==> config.mk <==
export PLATFORM = sky130hd
export DESIGN_NAME = gcd_control
export DESIGN_NICKNAME = d
export VERILOG_FILES = /design/src/rtl/gcd_control.sv
export SDC_FILE = /design/constraint.sdc
export NUM_CORES = 1
export LEC_CHECK = 0
export CORE_MARGIN = 3
export CORE_UTILIZATION = 40
export DETAILED_ROUTE_END_ITERATION = 16
export GPL_ROUTABILITY_DRIVEN = 0
export GPL_TIMING_DRIVEN = 1
export PLACE_DENSITY_LB_ADDON = 0.15
export SLEW_MARGIN = 20
export SYNTH_ARGS = -nofsm -noshare
export SYNTH_HDL_FRONTEND = slang
export SYNTH_SLANG_ARGS = --single-unit
==> constraint.sdc <==
create_clock -name clk -period 3.4 [get_ports clk]
set_input_delay 1.02 -clock clk [delete_from_list [all_inputs] [get_ports clk]]
set_output_delay 1.02 -clock clk [all_outputs]
set_load 0.01 [all_outputs]
==> src/rtl/gcd_control.sv <==
// gcd_control: sequences the GCD datapath through Euclid's
// subtract/swap loop and owns the operand/result handshakes.
module gcd_control #(
  parameter int CW = 8
) (
  input  logic          clk,
  input  logic          rst_n,
  input  logic          operand_val,
  output logic          operand_rdy,
  output logic          result_val,
  input  logic          result_rdy,
  input  logic          B_zero,
  input  logic          A_lt_B,
  output logic          A_en,
  output logic          B_en,
  output logic [1:0]    A_sel,
  output logic          B_sel,
  output logic [CW-1:0] iter_count
);

  typedef enum logic [1:0] {
    IDLE = 2'd0,
    CALC = 2'd1,
    DONE = 2'd2
  } state_e;

  localparam logic [1:0] SEL_OP  = 2'd0;
  localparam logic [1:0] SEL_B   = 2'd1;
  localparam logic [1:0] SEL_SUB = 2'd2;

  state_e        state_q, state_d;
  logic [CW-1:0] cnt_q, cnt_d;
  logic          step;

  always_ff @(posedge clk or negedge rst_n) begin
    if (!rst_n) begin
      state_q <= IDLE;
      cnt_q   <= '0;
    end else begin
      state_q <= state_d;
      cnt_q   <= cnt_d;
    end
  end

  always_comb begin
    state_d     = state_q;
    cnt_d       = cnt_q;
    step        = 1'b0;
    operand_rdy = 1'b0;
    result_val  = 1'b0;
    A_en        = 1'b0;
    B_en        = 1'b0;
    A_sel       = SEL_OP;
    B_sel       = 1'b0;
    unique case (state_q)
      IDLE: begin
        operand_rdy = 1'b1;
        A_en        = operand_val;
        B_en        = operand_val;
        if (operand_val) begin
          state_d = CALC;
          cnt_d   = '0;
        end
      end
      CALC: begin
        priority case (1'b1)
          A_lt_B: begin
            A_en  = 1'b1;
            B_en  = 1'b1;
            A_sel = SEL_B;
            B_sel = 1'b1;
            step  = 1'b1;
          end
          !B_zero: begin
            A_en  = 1'b1;
            A_sel = SEL_SUB;
            step  = 1'b1;
          end
          default: state_d = DONE;
        endcase
      end
      DONE: begin
        result_val = 1'b1;
        if (result_rdy) state_d = IDLE;
      end
      default: begin
        // Stray encoding: present IDLE outputs, recover without firing
        operand_rdy = 1'b1;
        A_en        = operand_val;
        B_en        = operand_val;
        state_d     = IDLE;
      end
    endcase
    if (step && (cnt_q != {CW{1'b1}})) cnt_d = cnt_q + 1'b1;
  end

  assign iter_count = cnt_q;

endmodule

# After elaboration in Yosys (flattened, before gate mapping)
# Index checks and enable logic that the tools add are counted.
# totals
register_bits	10
input_bits	6
word_cells	37
# classes
addsub	1
eq_ne	7
n_mux	20
n_reduce_logical	7
# op_table
op	count
8-bit two-way mux	3
2-bit two-way mux	7
8-bit by 1-bit adder with 8-bit output, second input constant	1
2-bit inequality test, second input constant	4
8-bit inequality test, second input constant	1
1-bit two-way mux	7
2-bit case mux with 3 select lines	1
1-bit case mux with 2 select lines	2
4-bit AND reduction	1
2-bit nonzero test	2
2-bit by 1-bit == test with 1-bit output, second input constant	1
2-bit == test, second input constant	1
2-bit zero test	1
2-bit AND reduction	1
2-bit OR reduction	1
1-bit logical AND	1

# Longest topological paths before layout
# depth
depth_word	6
ltp_mapped	5
depth_no_buf	5

# Least setup slack after synthesis
# No wires, ideal clock.
# synth_timing
path_kind	input-to-output
from	input A_lt_B
to	output A_en
arrival_time_ns	1.553
t_required_ns	2.380
path_slack_ns	0.827
stages	4
n_path_buf	0
cell_sequence	nand2b_4 and2_2 nand2_1 o21ai_0
# synth_via
elab_chain_cells	2
# synth_lines
item	line_no	rtl
from (decl)	13	input logic A_lt_B,
1-bit two-way mux	66	priority case (1'b1)
1-bit case mux with 2 select lines	55	unique case (state_q)
to (decl)	14	output logic A_en,
# Every way passes these cells.

# Worst setup path in the final report
# layout_timing
from	input B_zero
to	output A_sel[1]
# layout_via
elab_chain_cells	3
# layout_lines
item	line_no	rtl
from (decl)	12	input logic B_zero,
2-bit two-way mux (2 in a row)	66	
2-bit two-way mux	55	
to (decl)	16	output logic [1:0] A_sel,
# Every way passes these cells.

==> flow_summary.yaml <==
route:
  wl_met3_um: 71
  first_pass_iters: 4
  wirelength_mm: 1.47
  drtIter0Drc: 13
  top_layer_used: "met4"
  dr_total_vias: 626
  drt.antenna.violating_nets: 0
  wl_met1_um: 678
  dr_wl_met2_um: 707
  remaining_drc_errors: 0
  viasPerCell: 5.44
  post_drt_wl_per_cell_um: 12.7
synth:
  syn_nets: 85
  yosysUniqueCellTypes: 27
  yosys-top-cells-area: "dfrtp_1, ha_1, o21ai_0, o211ai_1, nand3_1"
  netlist.area_leader.share: 0.370
  ys_ff_latch: 10
  synth.yosys.seq_area_share: 0.370
  synth.cell_area_um2: 677
  post-synth-top-area-cell: "dfrtp_1"
  syn_inst: 74
  syn_area_per_cell_um2: 9.15
  yosys_warnings: 0
cells_and_area:
  fin_cells: 115
  stdcell_area_um2: 936
  layout.nets: 112
  area_growth_pct: 38.3
  drive_above_1_share: 0.131
  diodes: 0
  layout_common_cells: "clkdlybuf4s50_1, dfrtp_1, o21ai_0"
  final_common_cell: "clkdlybuf4s50_1"
  final_util: 0.607
critical_path:
  end_kind: "output port"
  crit_path_start_kind: "primary input"
  worst_ep_arrival_time_ns: 2.24
  worstPathMaxFanout: 2
  required_ns: 2.38
  critPathKind: "primary input to output port"
clocking:
  cts_made_buffers: 3
  cts_tree: "done"
  cts_buffer_depth: 2
  numClockSinks: 10
  path_clk_slew_ns: 0.05
  htreeDepth: 1
  cts_setup_buffers: 0
  insertion_delay_ns: 0.27
  clockRootBuffer: "clkbuf_4"
sta:
  hold_viol_final: 0
  slew_violations: 0
  setup_viol: 0
  clock_skew_ns: 0.0130
  worst_slew_pin_slew_ns: 0.473
  rsz0062_at_grt: "no"
  fin_crit_sh: 0.959
  slew_headroom: 0.684
  period_needed_ns: 3.26
  hold_ws_ns: 0.546
  max_clock_freq_ghz: 0.307
pwr:
  leakage_nw: 0.403
  cellInternalPower_w: 0.000364
  p_switching_w: 0.000245
  clkPwrFrac: 0.130
  ir_drop_mv: 0.372
  powerDensity_mw_per_mm2: 651
  p_comb_frac: 0.564
  power_frac_seq: 0.306
  swShare: 0.402
grt:
  antenna_found_initial: 0
  grt_max_degree: 11
  overflow: 0
  grtUsageTotal: 0.153
  grt_pass1_vias: 543
  grt_pass1_wl_mm: 2.39
placement:
  place_area_um2: 912
  portBuffers: 20
  dp.cells: 112
  dp_hpwl_mm: 1.07
run:
  maxCapViolCount: 0
status:
  status: "complete, no violations"
die:
  dieArea_mm2: 0.00222
  die_h_um: 47.1
  ioPinCount: 21
  die_w_um: 47.1
  num_rows: 14
  initial_core_util: 0.439
  core_mm2: 0.00154
hold_path:
  hp-class: "register to register"
==> per-layer routing <==
layer | global-route usage | vias up
met3 | 0.0575 | 2
met2 | 0.238 | 10
met4 | 0.0331 | 0
met1 | 0.204 | 293
li1 | - | 321
met5 | 0 | -
==> power by group through the flow <==
stage          Combinational (W)  Sequential (W)   Clock, W
3_5_place_dp            0.000353        0.000187          0
3_3_place_gp            0.000350        0.000186          0
6_report                0.000344        0.000186  0.0000794
5_1_grt                 0.000382        0.000194  0.0000872
4_1_cts                 0.000350        0.000185  0.0000815
2_1_floorplan           0.000192        0.000189          0
==> critical path, stage by stage <==
cell             delay [ns]
clkdlybuf4s50_1        0.46
nor3b_1                0.20
clkdlybuf4s50_1        0.57
==> cell usage after synthesis, drive strengths merged <==
cell type and number:
or3 1, a31o 1, nor2 1, dfrtp 10, mux2 1, nand2 8, a32o 1, nand4 2
ha 5, inv 7, nor3b 1, a31oi 2, o211ai 6, o22ai 1, a21oi 3, nand3 7
o21ai 8, nand2b 2, xor2 1, xnor2 2, or4 1, buf 1, and2 2
==> sequential cells by signal, indices dropped and copies added (netlist names) <==
name        cells
state_q         2
iter_count      8
==> final timing paths <==
check	start	endpoint	slack [ns]	cells past startpoint
max	B_zero	A_sel[1]	0.14	3
min	state_q[1]	state_q[1]	0.55	1
max reg2reg	state_q[1]	iter_count[7]	1.79	5
min reg2reg	state_q[1]	state_q[1]	0.55	1
max in group asynchronous	rst_n	state_q[1]	1.99	1
min in group asynchronous	rst_n	iter_count[4]	1.07	1
==> metrics by stage <==
stage,total power (W),setup TNS [ns],worst slack [ns]
2_1_floorplan,0.000381,0,0.827
3_3_place_gp,0.000536,-0.0645,-0.0645
3_5_place_dp,0.000540,-0.0913,-0.0913
4_1_cts,0.000617,0,0.0101
5_1_grt,0.000664,0,0.0908
6_report,0.000609,0,0.140
==> kinds of logic (layout without fill, tap and decap cells) <==
family,count (synthesis),after routing,share of synthesized area
AND/OR/NAND/NOR,25,25,0.222
multiplexers,1,1,0.0166
buffers and inverters,8,33,0.0499
XOR/XNOR,3,3,0.0388
AO/OA/AOI/OAI,22,22,0.211
flip-flops,10,10,0.370
adder cells (fa/ha/maj),5,5,0.0924
==> cell type report <==
type,count,area (µm²)
Tap cell,16,20.0
Clock buffer,3,22.5
Sequential cell,10,250
Timing Repair Buffer,23,224
Multi-Input combinational cell,56,393
Inverter,7,26.3
Fill cell,147,606
==> timing repair <==
item | CTS | global route
gates resized for setup | 1 | 1
endpoints found under the setup margin | 1 | 1
hold buffers | 0 | 0
(Power assumes the default switching activity.)
